## src/rtl/counter_seq_ctrl.sv

```systemverilog
// Run sequencer for a W-bit counter: clear, enable for exactly N cycles,
// verify the final count, hold, then pulse done.
module counter_seq_ctrl #(
    parameter int W      = 4,
    parameter int HOLD_W = 4
) (
    input  logic              clk,
    input  logic              reset,
    input  logic              cmd_valid,
    output logic              cmd_ready,
    input  logic [W-1:0]      cmd_target,
    input  logic [HOLD_W-1:0] cmd_hold,
    input  logic              pause,
    input  logic              abort,
    input  logic [W-1:0]      cnt_q,
    output logic              cnt_clr,
    output logic              cnt_en,
    output logic              busy,
    output logic              done,
    output logic              err
);

    typedef enum logic [2:0] {
        IDLE,
        CLEAR,
        RUN,
        CHECK,
        HOLD,
        DONE
    } state_t;

    // A target of zero means one full wrap, i.e. 2^W enabled cycles.
    localparam logic [W:0] FULL_RUN = {1'b1, {W{1'b0}}};

    state_t            state;
    state_t            state_nxt;
    logic [W-1:0]      target_q;
    logic [HOLD_W-1:0] hold_q;
    logic [W:0]        remaining;
    logic [HOLD_W-1:0] hold_cnt;
    logic              kill;

    assign kill = abort && (state != IDLE);

    always_ff @(posedge clk or negedge reset) begin
        if (!reset) begin
            state <= IDLE;
        end else begin
            state <= state_nxt;
        end
    end

    always_comb begin
        state_nxt = state;
        cmd_ready = 1'b0;
        cnt_clr   = 1'b0;
        cnt_en    = 1'b0;
        busy      = 1'b1;
        done      = 1'b0;
        case (state)
            IDLE: begin
                cmd_ready = 1'b1;
                busy      = 1'b0;
                if (cmd_valid) begin
                    state_nxt = CLEAR;
                end
            end
            CLEAR: begin
                cnt_clr   = 1'b1;
                state_nxt = RUN;
            end
            RUN: begin
                cnt_en = !pause;
                if (!pause && remaining == (W+1)'(1)) begin
                    state_nxt = CHECK;
                end
            end
            CHECK: begin
                state_nxt = (hold_q != '0) ? HOLD : DONE;
            end
            HOLD: begin
                if (hold_cnt == HOLD_W'(1)) begin
                    state_nxt = DONE;
                end
            end
            DONE: begin
                done      = 1'b1;
                state_nxt = IDLE;
            end
            default: begin
                state_nxt = IDLE;
            end
        endcase
        if (kill) begin
            state_nxt = IDLE;
        end
    end

    always_ff @(posedge clk or negedge reset) begin
        if (!reset) begin
            target_q  <= '0;
            hold_q    <= '0;
            remaining <= '0;
            hold_cnt  <= '0;
            err       <= 1'b0;
        end else if (!kill) begin
            case (state)
                IDLE: begin
                    if (cmd_valid) begin
                        target_q <= cmd_target;
                        hold_q   <= cmd_hold;
                        err      <= 1'b0;
                    end
                end
                CLEAR: begin
                    remaining <= (target_q == '0) ? FULL_RUN
                                                  : {1'b0, target_q};
                end
                RUN: begin
                    if (cnt_en) begin
                        remaining <= remaining - (W+1)'(1);
                    end
                end
                CHECK: begin
                    if (cnt_q != target_q) begin
                        err <= 1'b1;
                    end
                    hold_cnt <= hold_q;
                end
                HOLD: begin
                    hold_cnt <= hold_cnt - HOLD_W'(1);
                end
                default: begin
                end
            endcase
        end
    end

endmodule

```

## config.mk

```make
export PLATFORM = sky130hd
export DESIGN_NAME = counter_seq_ctrl
export DESIGN_NICKNAME = d
export VERILOG_FILES = /design/src/rtl/counter_seq_ctrl.sv
export SDC_FILE = /design/constraint.sdc
export NUM_CORES = 1
export LEC_CHECK = 0
export CAP_MARGIN = 15
export CORE_ASPECT_RATIO = 0.6
export CORE_UTILIZATION = 30
export CTS_CLUSTER_DIAMETER = 50
export DETAILED_ROUTE_END_ITERATION = 8
export PLACE_DENSITY = 0.52
export SLEW_MARGIN = 20
export SYNTH_ARGS = -nofsm -noshare
export SYNTH_HDL_FRONTEND = slang
export SYNTH_SLANG_ARGS = --single-unit
```

## constraint.sdc

```tcl
create_clock -name clk -period 2 [get_ports clk]
set_input_delay 0.2 -clock clk [delete_from_list [all_inputs] [get_ports clk]]
set_output_delay 0.2 -clock clk [all_outputs]
set_load 0.01 [all_outputs]
```

Word level (Yosys, flattened, before mapping)
Index checks and enable logic that the tools add are counted.
{"block": "classes", "n_mux": 18, "shifts": 0, "n_div": 0, "bitwise_logic": 1, "n_lt_le_gt_ge": 0, "eq_ne": 14, "n_addsub": 2, "reduce_logical": 15, "n_mul": 0}
{"cell": "$pmux W3 S5", "n": 1}
{"cell": "$mux W3", "n": 4}
{"cell": "$mux W5", "n": 2}
{"cell": "$pmux W5 S2", "n": 1}
{"cell": "$ne A3 B3 Y1 const B", "n": 3}
{"cell": "$reduce_and A3 Y1", "n": 3}
{"cell": "$mux W1", "n": 8}
{"cell": "$pmux W4 S2", "n": 1}
{"cell": "$eq A3 B2 Y1 const B", "n": 2}
{"cell": "$eq A3 B3 Y1 const B", "n": 2}
{"cell": "$ne A2 B2 Y1 const B", "n": 3}
{"cell": "$reduce_bool A2 Y1", "n": 3}
{"cell": "$eq A5 B1 Y1 const B", "n": 1}
{"cell": "$sub A5 B1 Y5 const B", "n": 1}
{"cell": "$eq A4 B1 Y1 const B", "n": 1}
{"cell": "$logic_not A4 Y1", "n": 1}
{"cell": "$ne A4 B4 Y1", "n": 1}
{"cell": "$reduce_and A4 Y1", "n": 1}
{"cell": "$reduce_bool A4 Y1", "n": 1}
{"cell": "$sub A4 B1 Y4 const B", "n": 1}
{"cell": "$eq A3 B1 Y1 const B", "n": 1}
{"cell": "$logic_not A3 Y1", "n": 1}
{"cell": "$reduce_bool A3 Y1", "n": 1}
{"cell": "$logic_and A1 B1 Y1", "n": 2}
{"cell": "4 further kinds", "n": 4}
{"block": "totals", "romBits": 0, "in_bits": 17, "latch_bits": 0, "ram_bits": 0, "n_memories": 0, "out_inout_bits": 6, "reg_bits": 21}

Depth between registers and ports, before layout
Gate-level depths: netlist of run 1.
{"block": "depth", "ltp_word": 5, "ltp_mapped": 5}

Least setup slack after synthesis of run 1
No wires, ideal clock.
{"block": "synth_timing", "kind": "reg-to-reg", "from": "register state[2]", "to": "register hold_q[0]", "path_buffers": 1, "path_stages_with_launch": 5, "path_slack_ns": 0.403, "period_less_slack_ns": 1.597, "required_ns": 1.875, "arrival_ns": 1.473, "path_cell_list": "dfrtp_1 nor3_2 and2_1 buf_2 mux2_2"}
{"block": "synth_via", "elab_chain_len": 4, "word_cells_on_any_way": 5}
{"element": "start: declaration", "line": "35", "source": "state_t state;"}
{"element": "start signal: assignment", "line": "49", "source": "state <= state_nxt;"}
{"element": "$reduce_bool A3 Y1", "line": "43", "source": "assign kill = abort && (state != IDLE);"}
{"element": "$logic_and A1 B1 Y1", "line": "43"}
{"element": "$not A1 Y1 (no line)"}
{"element": "$reduce_and A3 Y1 (no line) *"}
{"element": "end signal: assignment", "line": "111", "source": "hold_q <= cmd_hold;"}
{"element": "end: declaration", "line": "38", "source": "logic [HOLD_W-1:0] hold_q;"}
Every way passes the cells marked *; elsewhere a longest branch is shown, timed or not.
A chain may end at the register's enable or synchronous reset.

Worst setup path in the final report of run 1
{"block": "layout_timing", "from": "register state[2]", "to": "output port cmd_ready"}
{"block": "layout_via", "elab_chain_len": 2}
{"element": "$logic_not A3 Y1", "line": "60", "source": "case (state)"}
{"element": "$mux W1", "line": "60"}
{"element": "end: declaration", "line": "10", "source": "output logic cmd_ready,"}
No other way between the ends.

==> flow_metrics.py, run 1 <==
metrics = {
    "routing": {
        "dr_total_vias": 1141,
        "drt_wl_total_um": 3370,
        "drt_iter0_drc": 98,
        "via_per_inst": 5.05,
        "post_drt_wl_per_cell_um": 14.9,
        "drt.antenna.violating_nets": 0,
        "first_pass_iters": 4,
        "drc_errors": 0,
    },
    "synthesis": {
        "synth-async-reset-ratio_pct": 100,
        "ys_ff_latch": 21,
        "synth_adder_area_share_pct": 4.47,
        "synthSimpleGateAreaFrac_pct": 21.2,
        "syn_nets": 149,
        "synth-edff-count": 0,
        "synth_flop_cell": "dfrtp_1",
        "yosysUniqueCellTypes": 50,
        "ys_seq_area_share_pct": 39.1,
        "ys.warnings.count": 0,
        "synthCells": 128,
        "synth-compound-area-share_pct": 13.1,
        "yosys.area_share.xor_xnor_pct": 2.61,
        "syn_area_mm2": 0.00134,
        "synth_top_family_by_area": "simple AND/OR/NAND/NOR gates",
        "postSynthAreaPerCell_um2": 10.5,
        "synthMuxAreaShare_pct": 13.1,
    },
    "setup_path": {
        "cp.required_ps": 1800,
        "crit_fanout": 5,
        "worstSetupPathType": "reg2out",
        "crit_path_end_kind": "output port",
        "critical_path.max_stage_delay_ps": 530,
        "crit_path_cell_trace": "buf_4, nor3_4, buf_4, clkdlybuf4s50_1",
        "startpoint_type": "flop",
        "crit_top_cell": "buf_4",
        "arrival_ps": 1720,
        "crit_path_top_delay_cell": "clkdlybuf4s50_1",
        "r2r_slack_ps": 120,
    },
    "die": {
        "core_area_mm2": 0.00421,
        "start_util_pct": 31.9,
        "rows": 18,
        "fp.dieH_um": 53.8,
        "dieArea_mm2": 0.00476,
        "die_w_um": 88.4,
        "io-pin-count": 23,
    },
    "timing": {
        "worst_slew_pin_slew_ps": 483,
        "drv_slew": 0,
        "skew_ps": 5.90,
        "maxSlewHeadroom_pct": 67.6,
        "tns_ps": 0,
        "period_minus_slack_ps": 1920,
        "period_share_pct": 96.1,
        "hold_viol": 0,
        "fmax_ghz": 0.520,
        "finalSetupViolations": 0,
        "rsz0062_at_grt": "false",
    },
    "global_routing": {
        "grt_max_degree": 22,
        "grt_pass1_wl_um": 5750,
        "grt_pass1_vias": 1120,
        "grtUsageTotal_pct": 16.6,
        "antenna_found_initial": 0,
        "gr-total-overflow": 0,
    },
    "cells_and_area": {
        "drive_above_1_share_pct": 24.7,
        "final_cells": 226,
        "nets": 188,
        "syn_to_final_growth_pct": 34.1,
        "n_antenna_cell": 0,
        "mostFrequentLayoutCells": "clkdlybuf4s50_1 (21), buf_4 (20), dfrtp_1 (18)",
        "final_common_cell": "clkdlybuf4s50_1",
        "post-route-util_pct": 42.8,
        "fill_cells": 426,
    },
    "clock_network": {
        "clock_sinks": 21,
        "cts_tree": "yes",
        "cts_hold_buf": 0,
        "cts-root-buf": "clkbuf_8",
        "clk_pin_slew_worst_paths_ps": 80,
        "cts-buffers-inserted": 3,
        "cts-htree-levels": 1,
        "clockBufferDepth": 2,
        "clk_latency_ps": 260,
    },
    "placed_design": {
        "io_buffers": 22,
        "dp.cells": 214,
        "place.gp.congestion": 0.863,
        "hpwl_um": 2450,
    },
    "min_path": {
        "hold_path.class": "in2async",
    },
    "run_status": {
        "status": "finished, final reports clean",
    },
    "pwr": {
        "p_per_area_mw_per_mm2": 1370,
        "power_mw": 2.47,
        "peakVddDrop_v": 0.000552,
        "p_leak_nw": 0.771,
    },
    "job": {
        "drv_cap": 0,
    },
}
## critical path: cells and delay by family, from the launching register on
kind / cells / cell delay, ps
AND/OR/NAND/NOR: 1 / 190
buffers and inverters: 3 / 850
flip-flops: 1 / 410
## area by class of cell
type	instances	area [um^2]	area share, %
flip-flops and latches	21	529	29.4
well taps	60	75.1	4.17
repair buffers	42	373	20.7
clock buffers	4	45.0	2.50
inverters	10	37.5	2.08
multi-input cells	89	742	41.2
## through the flow
stage          worst slack [ps]  area [um^2]  hold slack [ps]
6_report                   78.4         1800              275
5_1_grt                    7.05         1800              295
4_1_cts                    20.4         1760              285
3_5_place_dp                119         1680              494
3_3_place_gp                173         1680              503
2_1_floorplan               403         1340            -95.6
## worst paths after layout
check,start,cells past startpoint,end
setup / recovery,state[2]$_DFFE_PN0P_,4,cmd_ready
hold / removal,reset,2,hold_cnt[1]$_DFFE_PN0P_
setup reg to reg,state[2]$_DFFE_PN0P_,5,hold_cnt[1]$_DFFE_PN0P_
hold reg to reg,err$_DFFE_PN0P_,1,err$_DFFE_PN0P_
max in group asynchronous,reset,2,state[1]$_DFFE_PN0P_
min in group clk,err$_DFFE_PN0P_,1,err$_DFFE_PN0P_
## timing repair
action                                  4_1_cts  5_1_grt
gates resized for setup                       4        2
setup buffers                                 4        4
endpoints found under the setup margin        2        3
gates cloned                                  0        0
## where the power goes
| part | leakage [nW] | switching (mW) | internal (mW) |
|---|---|---|---|
| logic | 0.495 | 0.566 | 0.747 |
| clock network | 0.0228 | 0.141 | 0.142 |
| registers | 0.253 | 0.245 | 0.631 |
## Yosys cell counts, types with 3 or more instances
cell type	instances	area, um^2
ha_1	4	50.1
dfrtp_1	21	526
mux2i_1	6	60.1
mux2_2	8	90.1
inv_1	10	37.5
o22ai_1	3	18.8
nor3_1	5	25.0
nor2_1	5	18.8
o221ai_1	3	26.3
nand2_1	3	11.3
buf_2	5	25.0
xnor2_1	4	35.0
or3b_1	3	26.3
## registers in the layout, indices dropped and copies added (netlist names)
register and count:
remaining 5, hold_cnt 4, hold_q 4, target_q 4, state 3, err 1
## cell families after synthesis
logic type | Yosys count
xor+xnor | 4
compound gates | 23
fa+ha+maj | 5
flops | 21
simple gates | 41
mux | 16
buf+inv | 18
## per-layer routing
layer	track usage, %	wire (um)
met3	4.91	228
met1	25.9	1840
met4	4.84	43
met2	21.2	1260
met5	0	0
(Power assumes the default switching activity.)
==> run 2, diff against run 1 <==
CORE_UTILIZATION = 52   (was 30)
PLACE_DENSITY = 0.81   (was 0.52)
==> run 2 against run 1 <==
Sequential power is 0.6% lower. Combinational power is 8% lower. Critical path type unchanged. Die area is 41% lower. Hold slack worse by 11 ps. Largest cell class unchanged. Wire length is 7.7% lower. Non-clock buffer count is 9 lower. Cell area is 5.3% lower. Highest routed layer unchanged. Total power is 4.1% lower. Cell count is 17% lower. Critical endpoint is now busy. Core utilization is 32 points higher. Register-to-register slack better by 50 ps. Clock power is 1% higher.
==> flow_metrics.py, run 2 (synthesis results as in run 1) <==
metrics = {
    "run_status": {
        "status": "finished, final reports clean",
    },
    "setup_path": {
        "critical_path.max_stage_delay_ps": 480,
        "crit_path_end_kind": "output port",
        "crit_fanout": 7,
        "worstSetupPathType": "reg2out",
        "crit_buf_inv": 3,
        "crit_path_cell_trace": "buf_4, nor3_4, inv_1, clkdlybuf4s50_1",
        "r2r_slack_ps": 170,
        "cp.required_ps": 1800,
        "path_depth": 4,
        "cp_top_family": "buffers and inverters",
        "startpoint_type": "flop",
        "reg2reg_depth": 5,
        "arrival_ps": 1740,
        "crit_path_top_delay_cell": "clkdlybuf4s50_1",
    },
    "routing": {
        "drt_wl_total_um": 3110,
        "via_per_inst": 6.09,
        "post_drt_wl_per_cell_um": 16.6,
        "drt_iter0_drc": 140,
        "drt.antenna.violating_nets": 0,
        "dr_total_vias": 1138,
        "first_pass_iters": 4,
        "drc_errors": 0,
    },
    "clock_network": {
        "clk_latency_ps": 270,
        "cts_tree": "yes",
        "cts-buffers-inserted": 3,
        "cts_hold_buf": 0,
        "clock_sinks": 21,
        "clk_pin_slew_worst_paths_ps": 80,
        "cts-htree-levels": 1,
        "clockBufferDepth": 2,
        "cts-root-buf": "clkbuf_8",
    },
    "global_routing": {
        "grtUsageTotal_pct": 26.2,
        "grt_pass1_vias": 975,
        "antenna_found_initial": 0,
        "grt_pass1_wl_um": 4950,
        "grt_max_degree": 22,
        "gr-total-overflow": 0,
    },
    "timing": {
        "maxSlewHeadroom_pct": 74.4,
        "tns_ps": 0,
        "hold_viol": 0,
        "period_minus_slack_ps": 1940,
        "fmax_ghz": 0.515,
        "setup_slack_ps": 56.8,
        "rsz0062_at_grt": "true",
        "skew_ps": 2.34,
        "drv_slew": 0,
        "period_share_pct": 97.2,
        "finalSetupViolations": 0,
        "worst_slew_pin_slew_ps": 382,
    },
    "cells_and_area": {
        "n_antenna_cell": 0,
        "syn_to_final_growth_pct": 26.9,
        "mostFrequentLayoutCells": "dfrtp_1 (20), clkdlybuf4s50_1 (20), buf_4 (11)",
        "nets": 179,
        "drive_above_1_share_pct": 19.7,
        "final_area_mm2": 0.00171,
        "top_register": "remaining",
        "fill_cells": 156,
        "largest_reg_flops": 5,
    },
    "die": {
        "core_area_mm2": 0.00229,
        "dieArea_mm2": 0.00280,
        "io-pin-count": 23,
        "rows": 13,
        "die_w_um": 67.6,
        "fp.dieH_um": 41.4,
        "start_util_pct": 58.6,
    },
    "pwr": {
        "p_int_mw": 1.43,
        "peakVddDrop_v": 0.000792,
        "power_frac_seq_pct": 36.8,
        "swShare_pct": 39.6,
        "power.share.clock_pct": 12.1,
        "combPwrFrac_pct": 51.1,
        "p_leak_nw": 0.740,
        "power.net_switching_uw": 937,
        "power_mw": 2.37,
        "p_per_area_mw_per_mm2": 1390,
    },
    "min_path": {
        "hold_path.class": "in2async",
    },
    "job": {
        "drv_cap": 0,
    },
    "placed_design": {
        "hpwl_um": 2340,
        "place.gp.congestion": 0.812,
        "io_buffers": 22,
        "place_area_mm2": 0.00163,
        "place_ws_ps": 196,
    },
}
==> run 2: metal layers <==
| layer | global-route usage, % | part of all wire, % | up-vias | wire length (um) |
|---|---|---|---|---|
| li1 | - | - | 532 | - |
| met1 | 37.5 | 50 | 530 | 1550 |
| met2 | 38.9 | 41 | 70 | 1270 |
| met3 | 5.71 | 8.3 | 6 | 259 |
| met4 | 9.57 | 1.3 | 0 | 40 |
| met5 | 0 | 0 | - | 0 |
==> run 2: area by class of cell <==
| type | count | area, um^2 | area share (%) |
|---|---|---|---|
| Clock buffer | 3 | 41.3 | 2.42 |
| Clock inverter | 1 | 7.51 | 0.440 |
| Inverter | 10 | 37.5 | 2.20 |
| Multi-Input combinational cell | 89 | 747 | 43.8 |
| Sequential cell | 21 | 527 | 30.9 |
| Tap cell | 30 | 37.5 | 2.20 |
| Timing Repair Buffer | 33 | 308 | 18.0 |
==> run 2: repair_timing <==
action / CTS / global route
pin swaps: 0 / 1
setup endpoints to repair: 4 / 4
gates resized for setup: 1 / 5
buffers inserted: 0 / 1
==> run 2: metrics by stage <==
step | utilization (%) | cells | hold slack, ps
6_report | 74.4 | 187 | 264
5_1_grt | 74.4 | 187 | 294
4_1_cts | 73.2 | 186 | 264
3_5_place_dp | 71.0 | 182 | 524
3_3_place_gp | 71.0 | 182 | 500
2_1_floorplan | - | 128 | -95.6
==> run 2: power groups by stage <==
stage	clock network (mW)	registers (mW)	logic [mW]
detailed placement	0	0.864	1.16
floorplan	0	0.792	0.833
CTS	0.294	0.857	1.18
finish	0.287	0.871	1.21
global route	0.318	0.896	1.31
global placement	0	0.854	1.12
==> run 2: worst paths after layout <==
| check | from | endpoint |
|---|---|---|
| min in group clk | cmd_target[1] | target_q[1]$_DFFE_PN0P_ |
| max in group asynchronous | reset | state[2]$_DFFE_PN0P_ |
| setup reg to reg | state[2]$_DFFE_PN0P_ | hold_cnt[1]$_DFFE_PN0P_ |
| hold reg to reg | remaining[4]$_DFFE_PN0P_ | remaining[4]$_DFFE_PN0P_ |
| hold / removal | reset | hold_q[0]$_DFFE_PN0P_ |
| setup / recovery | state[0]$_DFFE_PN0P_ | busy |
